File: src/rtl/booth_pkg.sv
// Shared command codes and FSM state encoding for the sequential Booth multiplier.
package booth_pkg;

    localparam logic [2:0] CMD_NOP     = 3'b000;
    localparam logic [2:0] CMD_INIT    = 3'b001;
    localparam logic [2:0] CMD_LOAD_M  = 3'b011;
    localparam logic [2:0] CMD_LOAD_Q  = 3'b010;
    localparam logic [2:0] CMD_START   = 3'b100;
    localparam logic [2:0] CMD_READ_HI = 3'b101;
    localparam logic [2:0] CMD_READ_LO = 3'b110;

    typedef enum logic [1:0] {
        ST_IDLE = 2'b00,
        ST_RUN  = 2'b01,
        ST_DONE = 2'b10
    } state_t;

endpackage

File: src/rtl/booth_mult_seq_step.sv
// One radix-2 Booth iteration: conditional add/subtract of M', then an
// arithmetic right shift of {A, Q', q_1}. All operands are N+1 bits wide.
module booth_step #(
    parameter int N = 8
) (
    input  logic [N:0] a_i,
    input  logic [N:0] q_i,
    input  logic       q1_i,
    input  logic [N:0] m_i,
    output logic [N:0] a_o,
    output logic [N:0] q_o,
    output logic       q1_o
);

    logic [N:0] sum_s;

    // Booth recoding of the current bit pair, then the combined shift
    always_comb begin
        sum_s = a_i;
        case ({q_i[0], q1_i})
            2'b01:   sum_s = a_i + m_i;
            2'b10:   sum_s = a_i - m_i;
            default: sum_s = a_i;
        endcase
        a_o  = {sum_s[N], sum_s[N:1]};
        q_o  = {sum_s[0], q_i[N:1]};
        q1_o = q_i[0];
    end

endmodule

File: src/rtl/booth_mult_seq.sv
// Sequential radix-2 Booth multiplier behind a 3-bit command bus; operands are
// widened by one bit so signed and unsigned products come out exact.
module booth_mult_seq
    import booth_pkg::*;
#(
    parameter int WIDTH = 8
) (
    input  logic             clk,
    input  logic             rst,
    input  logic [2:0]       enable,
    input  logic [WIDTH-1:0] inbus,
    input  logic             signed_en,
    output logic [WIDTH-1:0] outbus,
    output logic             busy,
    output logic             done
);

    localparam int CW = $clog2(WIDTH + 2);
    localparam logic [CW-1:0] CNT_LOAD = CW'(WIDTH + 1);
    localparam logic [CW-1:0] CNT_ONE  = CW'(1);

    state_t               state_q, state_d;
    logic [WIDTH-1:0]     m_q, m_d, q_q, q_d, out_q, out_d;
    logic [WIDTH:0]       mp_q, mp_d, a_q, a_d, qp_q, qp_d;
    logic                 q1_q, q1_d;
    logic [CW-1:0]        cnt_q, cnt_d;
    logic [2*WIDTH-1:0]   prod_q, prod_d;
    logic [WIDTH:0]       a_nxt_s, qp_nxt_s;
    logic                 q1_nxt_s;
    logic                 busy_s, done_s;

    function automatic logic [WIDTH:0] ext(input logic [WIDTH-1:0] v, input logic s);
        return {s & v[WIDTH-1], v};
    endfunction

    booth_step #(.N(WIDTH)) u_step (
        .a_i  (a_q),
        .q_i  (qp_q),
        .q1_i (q1_q),
        .m_i  (mp_q),
        .a_o  (a_nxt_s),
        .q_o  (qp_nxt_s),
        .q1_o (q1_nxt_s)
    );

    // State and datapath registers; reset overrides every command
    always_ff @(posedge clk) begin
        if (rst) begin
            state_q <= ST_IDLE;
            m_q     <= '0;
            q_q     <= '0;
            mp_q    <= '0;
            a_q     <= '0;
            qp_q    <= '0;
            q1_q    <= 1'b0;
            cnt_q   <= '0;
            prod_q  <= '0;
            out_q   <= '0;
        end else begin
            state_q <= state_d;
            m_q     <= m_d;
            q_q     <= q_d;
            mp_q    <= mp_d;
            a_q     <= a_d;
            qp_q    <= qp_d;
            q1_q    <= q1_d;
            cnt_q   <= cnt_d;
            prod_q  <= prod_d;
            out_q   <= out_d;
        end
    end

    // Next-state logic
    always_comb begin
        state_d = state_q;
        case (state_q)
            ST_IDLE: begin
                if (enable == CMD_START) state_d = ST_RUN;
                else                     state_d = ST_IDLE;
            end
            ST_RUN: begin
                if (enable == CMD_INIT)    state_d = ST_IDLE;
                else if (cnt_q == CNT_ONE) state_d = ST_DONE;
                else                       state_d = ST_RUN;
            end
            ST_DONE: begin
                if (enable == CMD_START) state_d = ST_RUN;
                else if (enable == CMD_INIT || enable == CMD_LOAD_M || enable == CMD_LOAD_Q)
                    state_d = ST_IDLE;
                else
                    state_d = ST_DONE;
            end
            default: state_d = ST_IDLE;
        endcase
    end

    // Datapath updates; while running only INIT is honoured
    always_comb begin
        m_d    = m_q;
        q_d    = q_q;
        mp_d   = mp_q;
        a_d    = a_q;
        qp_d   = qp_q;
        q1_d   = q1_q;
        cnt_d  = cnt_q;
        prod_d = prod_q;
        out_d  = out_q;
        if (state_q == ST_RUN) begin
            if (enable == CMD_INIT) begin
                m_d    = '0;
                q_d    = '0;
                prod_d = '0;
                cnt_d  = '0;
            end else begin
                a_d   = a_nxt_s;
                qp_d  = qp_nxt_s;
                q1_d  = q1_nxt_s;
                cnt_d = cnt_q - CNT_ONE;
                // Product fits in 2W bits, so the top two bits of {A,Q'} are dropped
                if (cnt_q == CNT_ONE) prod_d = {a_nxt_s[WIDTH-2:0], qp_nxt_s};
                else                  prod_d = prod_q;
            end
        end else begin
            case (enable)
                CMD_INIT: begin
                    m_d    = '0;
                    q_d    = '0;
                    prod_d = '0;
                end
                CMD_LOAD_M:  m_d = inbus;
                CMD_LOAD_Q:  q_d = inbus;
                CMD_START: begin
                    a_d   = '0;
                    qp_d  = ext(q_q, signed_en);
                    mp_d  = ext(m_q, signed_en);
                    q1_d  = 1'b0;
                    cnt_d = CNT_LOAD;
                end
                CMD_READ_HI: out_d = prod_q[2*WIDTH-1:WIDTH];
                CMD_READ_LO: out_d = prod_q[WIDTH-1:0];
                default: begin
                end
            endcase
        end
    end

    // Status outputs decoded from the state register
    always_comb begin
        busy_s = 1'b0;
        done_s = 1'b0;
        case (state_q)
            ST_RUN:  busy_s = 1'b1;
            ST_DONE: done_s = 1'b1;
            default: begin
                busy_s = 1'b0;
                done_s = 1'b0;
            end
        endcase
    end

    assign outbus = out_q;
    assign busy   = busy_s;
    assign done   = done_s;

endmodule

File: config.mk
export PLATFORM = sky130hd
export DESIGN_NAME = booth_mult_seq
export DESIGN_NICKNAME = d
export VERILOG_FILES = /design/src/rtl/booth_pkg.sv /design/src/rtl/booth_mult_seq_step.sv /design/src/rtl/booth_mult_seq.sv
export SDC_FILE = /design/constraint.sdc
export NUM_CORES = 1
export LEC_CHECK = 0
export CAP_MARGIN = 20
export CORE_MARGIN = 5
export CORE_UTILIZATION = 55
export CTS_BUF_LIST = sky130_fd_sc_hd__clkbuf_8
export DETAILED_ROUTE_END_ITERATION = 7
export PLACE_DENSITY = 0.86
export SLEW_MARGIN = 15
export SYNTH_ARGS = -nofsm -noshare
export SYNTH_HDL_FRONTEND = slang
export SYNTH_SLANG_ARGS = --single-unit
File: constraint.sdc
create_clock -name clk -period 3.05 [get_ports clk]
set_input_delay 0.7625 -clock clk [delete_from_list [all_inputs] [get_ports clk]]
set_output_delay 0.7625 -clock clk [all_outputs]
set_load 0.01 [all_outputs]
* Word level (Yosys, flattened, before mapping) *
Cells that the tools add are included.
W data, S select, Z words.

operators by class
  muxes and demuxes = 31
  reduce and logical (&&, ||, !) cells = 15
  bitwise gates (word level) = 3
  eq/ne operators = 13
  $add $sub $neg = 3

operator list
  cell                   count
  $mux W16               4
  $mux W9                6
  $pmux W8 S2            3
  $mux W8                3
  $pmux W9 S2            1
  $mux W4                3
  $reduce_and A2 Y1      6
  $reduce_bool A2 Y1     6
  $add A9 B9 Y9          1
  $eq A3 B3 Y1 const B   3
  $sub A9 B9 Y9          1
  $mux W2                4
  $eq A3 B2 Y1 const B   2
  $mux W1                6
  $pmux W2 S3            1
  $eq A2 B1 Y1 const B   2
  $eq A2 B2 Y1 const B   2
  $eq A4 B1 Y1 const B   1
  $ne A2 B2 Y1 const B   2
  $sub A4 B1 Y4 const B  1
  $eq A3 B1 Y1 const B   1
  $and A1 B1 Y1          2
  $logic_not A2 Y1       1
  $logic_or A1 B1 Y1     2
  $not A1 Y1             1

word-level totals
  output and inout port bits = 10
  logic and storage cells = 75
  flip-flop bits (word level) = 74
  input bits = 14

* Longest topological paths before layout *
Gate-level depths: netlist of the first run.

  depth in word-level cells = 6
  depth in mapped cells = 11
  depth with buffers taken out = 10

* Modules after synthesis *
From an unflattened synthesis of the first run, not the netlist that was laid out.

second synthesis, totals
  cells, all modules = 428
  area, all modules = 3687.3 µm²

by module, submodules not included
  module          area an instance (µm²)  times used  cells each  sequential area each (µm²)
  booth_mult_seq  3025.4                  1           335         1481.4
  booth_step      661.9                   1           93          0.0

* Worst setup path after synthesis of the first run *
No wires, ideal clock.

  kind = register to register
  start = register qp_q[0]
  end = register prod_q[15]
  library setup time = 0.116 ns
  required time = 2.934 ns
  buffers on the path = 1
  setup slack = 0.441 ns
  arrival time = 2.493 ns
  clock period less this slack = 2.609 ns
  cell stages (with the launch flop) = 11
  cell sequence = dfxtp_1 > ha_1 > clkbuf_1 > nor2_1 > xnor2_1 > ha_1 > and2_4 > a221o_1 > o211a_1 > or3_1 > a31o_1

between the ends
  longest elaborated chain between the ends = 5
  elaborated cells between the ends (all ways) = 6

ends and longest elaborated chain
  what                                          line                       text
  start, declared                               booth_mult_seq.sv:24       logic [WIDTH:0] mp_q, mp_d, a_q, a_d, qp_q, qp_d;
  start signal, assigned                        booth_mult_seq.sv:65       qp_q <= qp_d;
  $eq A2 B2 Y1 or $eq A2 B1 Y1 (tied branches)  booth_mult_seq_step.sv:20  case ({q_i[0], q1_i})
  $pmux W9 S2 *                                 booth_mult_seq_step.sv:20
  $mux W16 *                                    booth_mult_seq.sv:120      if (cnt_q == CNT_ONE) prod_d = {a_nxt_s[WIDTH-2:0], qp_nxt_s};
  $mux W16 *                                    booth_mult_seq.sv:109      if (enable == CMD_INIT) begin
  $mux W16 *                                    booth_mult_seq.sv:108      if (state_q == ST_RUN) begin
  end signal, assigned                          booth_mult_seq.sv:68       prod_q <= prod_d;
  end, declared                                 booth_mult_seq.sv:27       logic [2*WIDTH-1:0] prod_q, prod_d;

Every way passes the cells marked *; elsewhere a longest branch is shown, timed or not. The select of a mux whose other input is x is not followed.
A chain may end at the register's enable or synchronous reset.

* Worst setup path in the final report of the first run *
Same ends and word-level chain as after synthesis.

==> impl_metrics.env, run 1 <==
export IMPL_drv_slew=0
export IMPL_diodes=0
export IMPL_synth_nets=449
export IMPL_grt_max_degree=45
export IMPL_port_buffers=23
export IMPL_dpl_worst_slack_ps=292
export IMPL_cp_data_arrival_time_ps=3040
export IMPL_synth_cell_type_count=59
export IMPL_hpwl_microns=6270
export IMPL_fin_crit_sh_pct=91.7
export IMPL_crit_top_cell="ha_1"
export IMPL_worstPathCellList="ha_1, nor2_1, xnor2_1, ha_1, and2_4, a221o_1, o211a_1, or3_1, a31o_1"
export IMPL_slew_headroom_pct=55.9
export IMPL_finalHoldViolations=0
export IMPL_overflow=0
export IMPL_peakVddDrop_mv=0.385
export IMPL_viasPerCell=6.26
export IMPL_post_cts_buffers=0
export IMPL_p_leak_nw=1.47
export IMPL_fillCellCount=492
export IMPL_netlist_instances=422
export IMPL_routed_wl_microns=8740
export IMPL_clock_fmax_mhz=358
export IMPL_synth_edf_count=0
export IMPL_route_detailed_drc=0
export IMPL_slowest_stage="dfxtp_1"
export IMPL_fin_tns_setup_ps=0
export IMPL_tightest_slew_ps=661
export IMPL_final_antenna_net_count=0
export IMPL_drv_cap=0
export IMPL_cp_required_ps=3290
export IMPL_drive_gt1_share_pct=9.42
export IMPL_syn_area_per_cell_sq_um=8.52
export IMPL_die_w_microns=90.9
export IMPL_endpoint_kind="flip-flop"
export IMPL_outcome="finished, final reports clean"
export IMPL_root_buffer="clkbuf_8"
export IMPL_grt_pass1_vias=3087
export IMPL_insertion_delay_ps=340
export IMPL_skew_ps=7.43
export IMPL_synthArstFlopShare_pct=0
export IMPL_clockBufferDepth=2
export IMPL_die_height_microns=90.9
export IMPL_synth_ff_type="dfxtp_1"
export IMPL_cts_resized=0
export IMPL_critPathLaunchType="flip-flop"
export IMPL_r2r_setup_slack_ps=250
export IMPL_grt_usage_pct=21.2
export IMPL_ys_seq_area_share_pct=40.6
export IMPL_fin_crit_ps=2800
export IMPL_critPathKind="reg2reg"
export IMPL_vias=3275
export IMPL_area_growth_pct=13.8
export IMPL_ys_seq_elements=73
export IMPL_synth_area_sq_um=3600
export IMPL_synth_warnings=0
export IMPL_rsz0062_at_grt="no"
export IMPL_start_util_pct=56.7
export IMPL_worst_hold_path_type="reg2reg"
export IMPL_hold_buffers=0
export IMPL_num_io_pins=24
export IMPL_place_gp_congestion=0.855
export IMPL_final_nets=468
export IMPL_first_pass_iters=5
export IMPL_cts_made_buffers=9
export IMPL_core_area_sq_um=6350
export IMPL_cts_tree="yes"
export IMPL_clk_pin_slew_ps=80
export IMPL_grt_first_pass_wirelength_microns=14500
export IMPL_fp_dieArea_sq_um=8260
export IMPL_htree_levels=3
export IMPL_powerDensity_nw_per_um2=489
export IMPL_drt_iter0_markers=385
export IMPL_crit_fanout=8
export IMPL_antenna_found_initial=0
export IMPL_clock_sinks=73
export IMPL_wl_per_cell_microns=16.7
export IMPL_num_rows=29
export IMPL_setup_ws_ps=253
export IMPL_cpPeakStageDelay_ps=370
export IMPL_setup_viol=0
==> through the flow <==
step	util, %	instances	hold WS (ps)	power [mW]	instance area [sq um]
after global routing	64.5	523	499	2.08	4090
after CTS	64.5	523	465	2.01	4090
after floorplan	-	422	431	1.19	3600
after detailed placement	61.4	507	448	1.28	3900
after global placement	61.4	507	444	1.27	3900
final	64.5	523	459	2.00	4090
==> power breakdown <==
| group | switching (mW) | internal, mW | total (mW) |
|---|---|---|---|
| sequential | 0.0236 | 0.984 | 1.01 |
| clock | 0.344 | 0.394 | 0.738 |
| combinational | 0.151 | 0.106 | 0.257 |
==> final timing paths <==
| check | from | to | depth (start not counted) |
|---|---|---|---|
| setup / recovery | qp_q[0] | prod_q[15] | 9 |
| hold / removal | m_q[4] | mp_q[4] | 2 |
| setup reg to reg | qp_q[0] | prod_q[15] | 9 |
| hold reg to reg | m_q[4] | mp_q[4] | 2 |
==> cells in the final DEF, fill, tap and decap left out, drive strengths merged, types with 2 or more instances in the layout <==
cell            n
a211oi         12
a21oi          28
a22oi          11
a311oi         10
a32oi          19
and2            2
buf            13
clkbuf         10
clkdlybuf4s50  22
clkinv          3
clkinvlp        2
dfxtp          73
ha             12
inv            11
mux2i          11
nand2          48
nand2b          2
nand3           3
nand3b          6
nand4           3
nor2           68
nor2b           3
nor3            9
nor3b           4
nor4            2
nor4b           2
o211a           2
o211ai          2
o21a            2
o21ai          15
or3             5
or4             2
xnor2           8
xor2            5
==> cells in the mapped netlist (all sizes together), types with 4 or more instances <==
| cell | instances | area [sq um] |
|---|---|---|
| mux2i | 11 | 110 |
| nor2 | 68 | 258 |
| a311oi | 10 | 87.6 |
| buf | 10 | 58.8 |
| xnor2 | 8 | 70.1 |
| a22oi | 11 | 82.6 |
| a32oi | 19 | 166 |
| nor3b | 4 | 45.1 |
| nor3 | 9 | 45.0 |
| dfxtp | 73 | 1460 |
| clkbuf | 17 | 65.1 |
| inv | 10 | 37.5 |
| a21oi | 28 | 144 |
| ha | 12 | 150 |
| xor2 | 5 | 43.8 |
| o21ai | 15 | 75.1 |
| a211oi | 12 | 90.1 |
| nand3b | 6 | 70.1 |
| or3 | 5 | 32.5 |
| nand2 | 48 | 185 |
==> logic make-up (layout without fill, tap and decap cells) <==
logic type | count (synthesis) | after routing | synth area share, %
multiplexers | 12 | 12 | 3.37
AND/OR/NAND/NOR | 162 | 162 | 21.8
XOR/XNOR | 13 | 13 | 3.17
adder cells (fa/ha/maj) | 13 | 13 | 4.73
flip-flops | 73 | 73 | 40.6
buffers and inverters | 38 | 62 | 4.59
AO/OA/AOI/OAI | 111 | 111 | 21.7
==> sequential cells by signal, summed over array words and instances, names as in the netlist <==
name and count:
q1_q 1, prod_q 16, mp_q 9, m_q 8, cnt_q 4, a_q 8
outbus 8, q_q 8, qp_q 9, state_q 2
==> layer usage <==
metal / GRT usage [%] / vias to the layer above / wire length [microns]
li1: - / 1564 / -
met1: 27.3 / 1565 / 3750
met2: 35.5 / 136 / 4270
met3: 5.67 / 10 / 624
met4: 4.77 / 0 / 92
met5: 0 / - / 0
==> critical path: cells and delay by family (launching register included) <==
kind,cells,cell delay [ps]
xor+xnor,1,210
flops,1,370
simple gates,3,640
compound gates,3,820
fa+ha+maj,2,650
==> area by class of cell <==
type	instances	area (sq um)	area share (%)
Clock buffer	10	138	3.36
Sequential cell	73	1460	35.7
Inverter	11	41.3	1.01
Timing Repair Buffer	35	328	8.01
Multi-Input combinational cell	311	1970	48.1
Tap cell	77	96.3	2.35
Clock inverter	6	58.8	1.44
No activity file was read; power rests on OpenSTA's default activity.
==> run 2, diff against run 1 <==
--- a/config.mk
+++ b/config.mk
@@ -11,7 +11,6 @@
 export CTS_BUF_LIST = sky130_fd_sc_hd__clkbuf_8
 export DETAILED_ROUTE_END_ITERATION = 7
 export PLACE_DENSITY = 0.86
-export SLEW_MARGIN = 15
 export SYNTH_ARGS = -nofsm -noshare
 export SYNTH_HDL_FRONTEND = slang
 export SYNTH_SLANG_ARGS = --single-unit
==> results of run 2 <==
No change in the layout: final DEF, timing and power equal those of run 1.
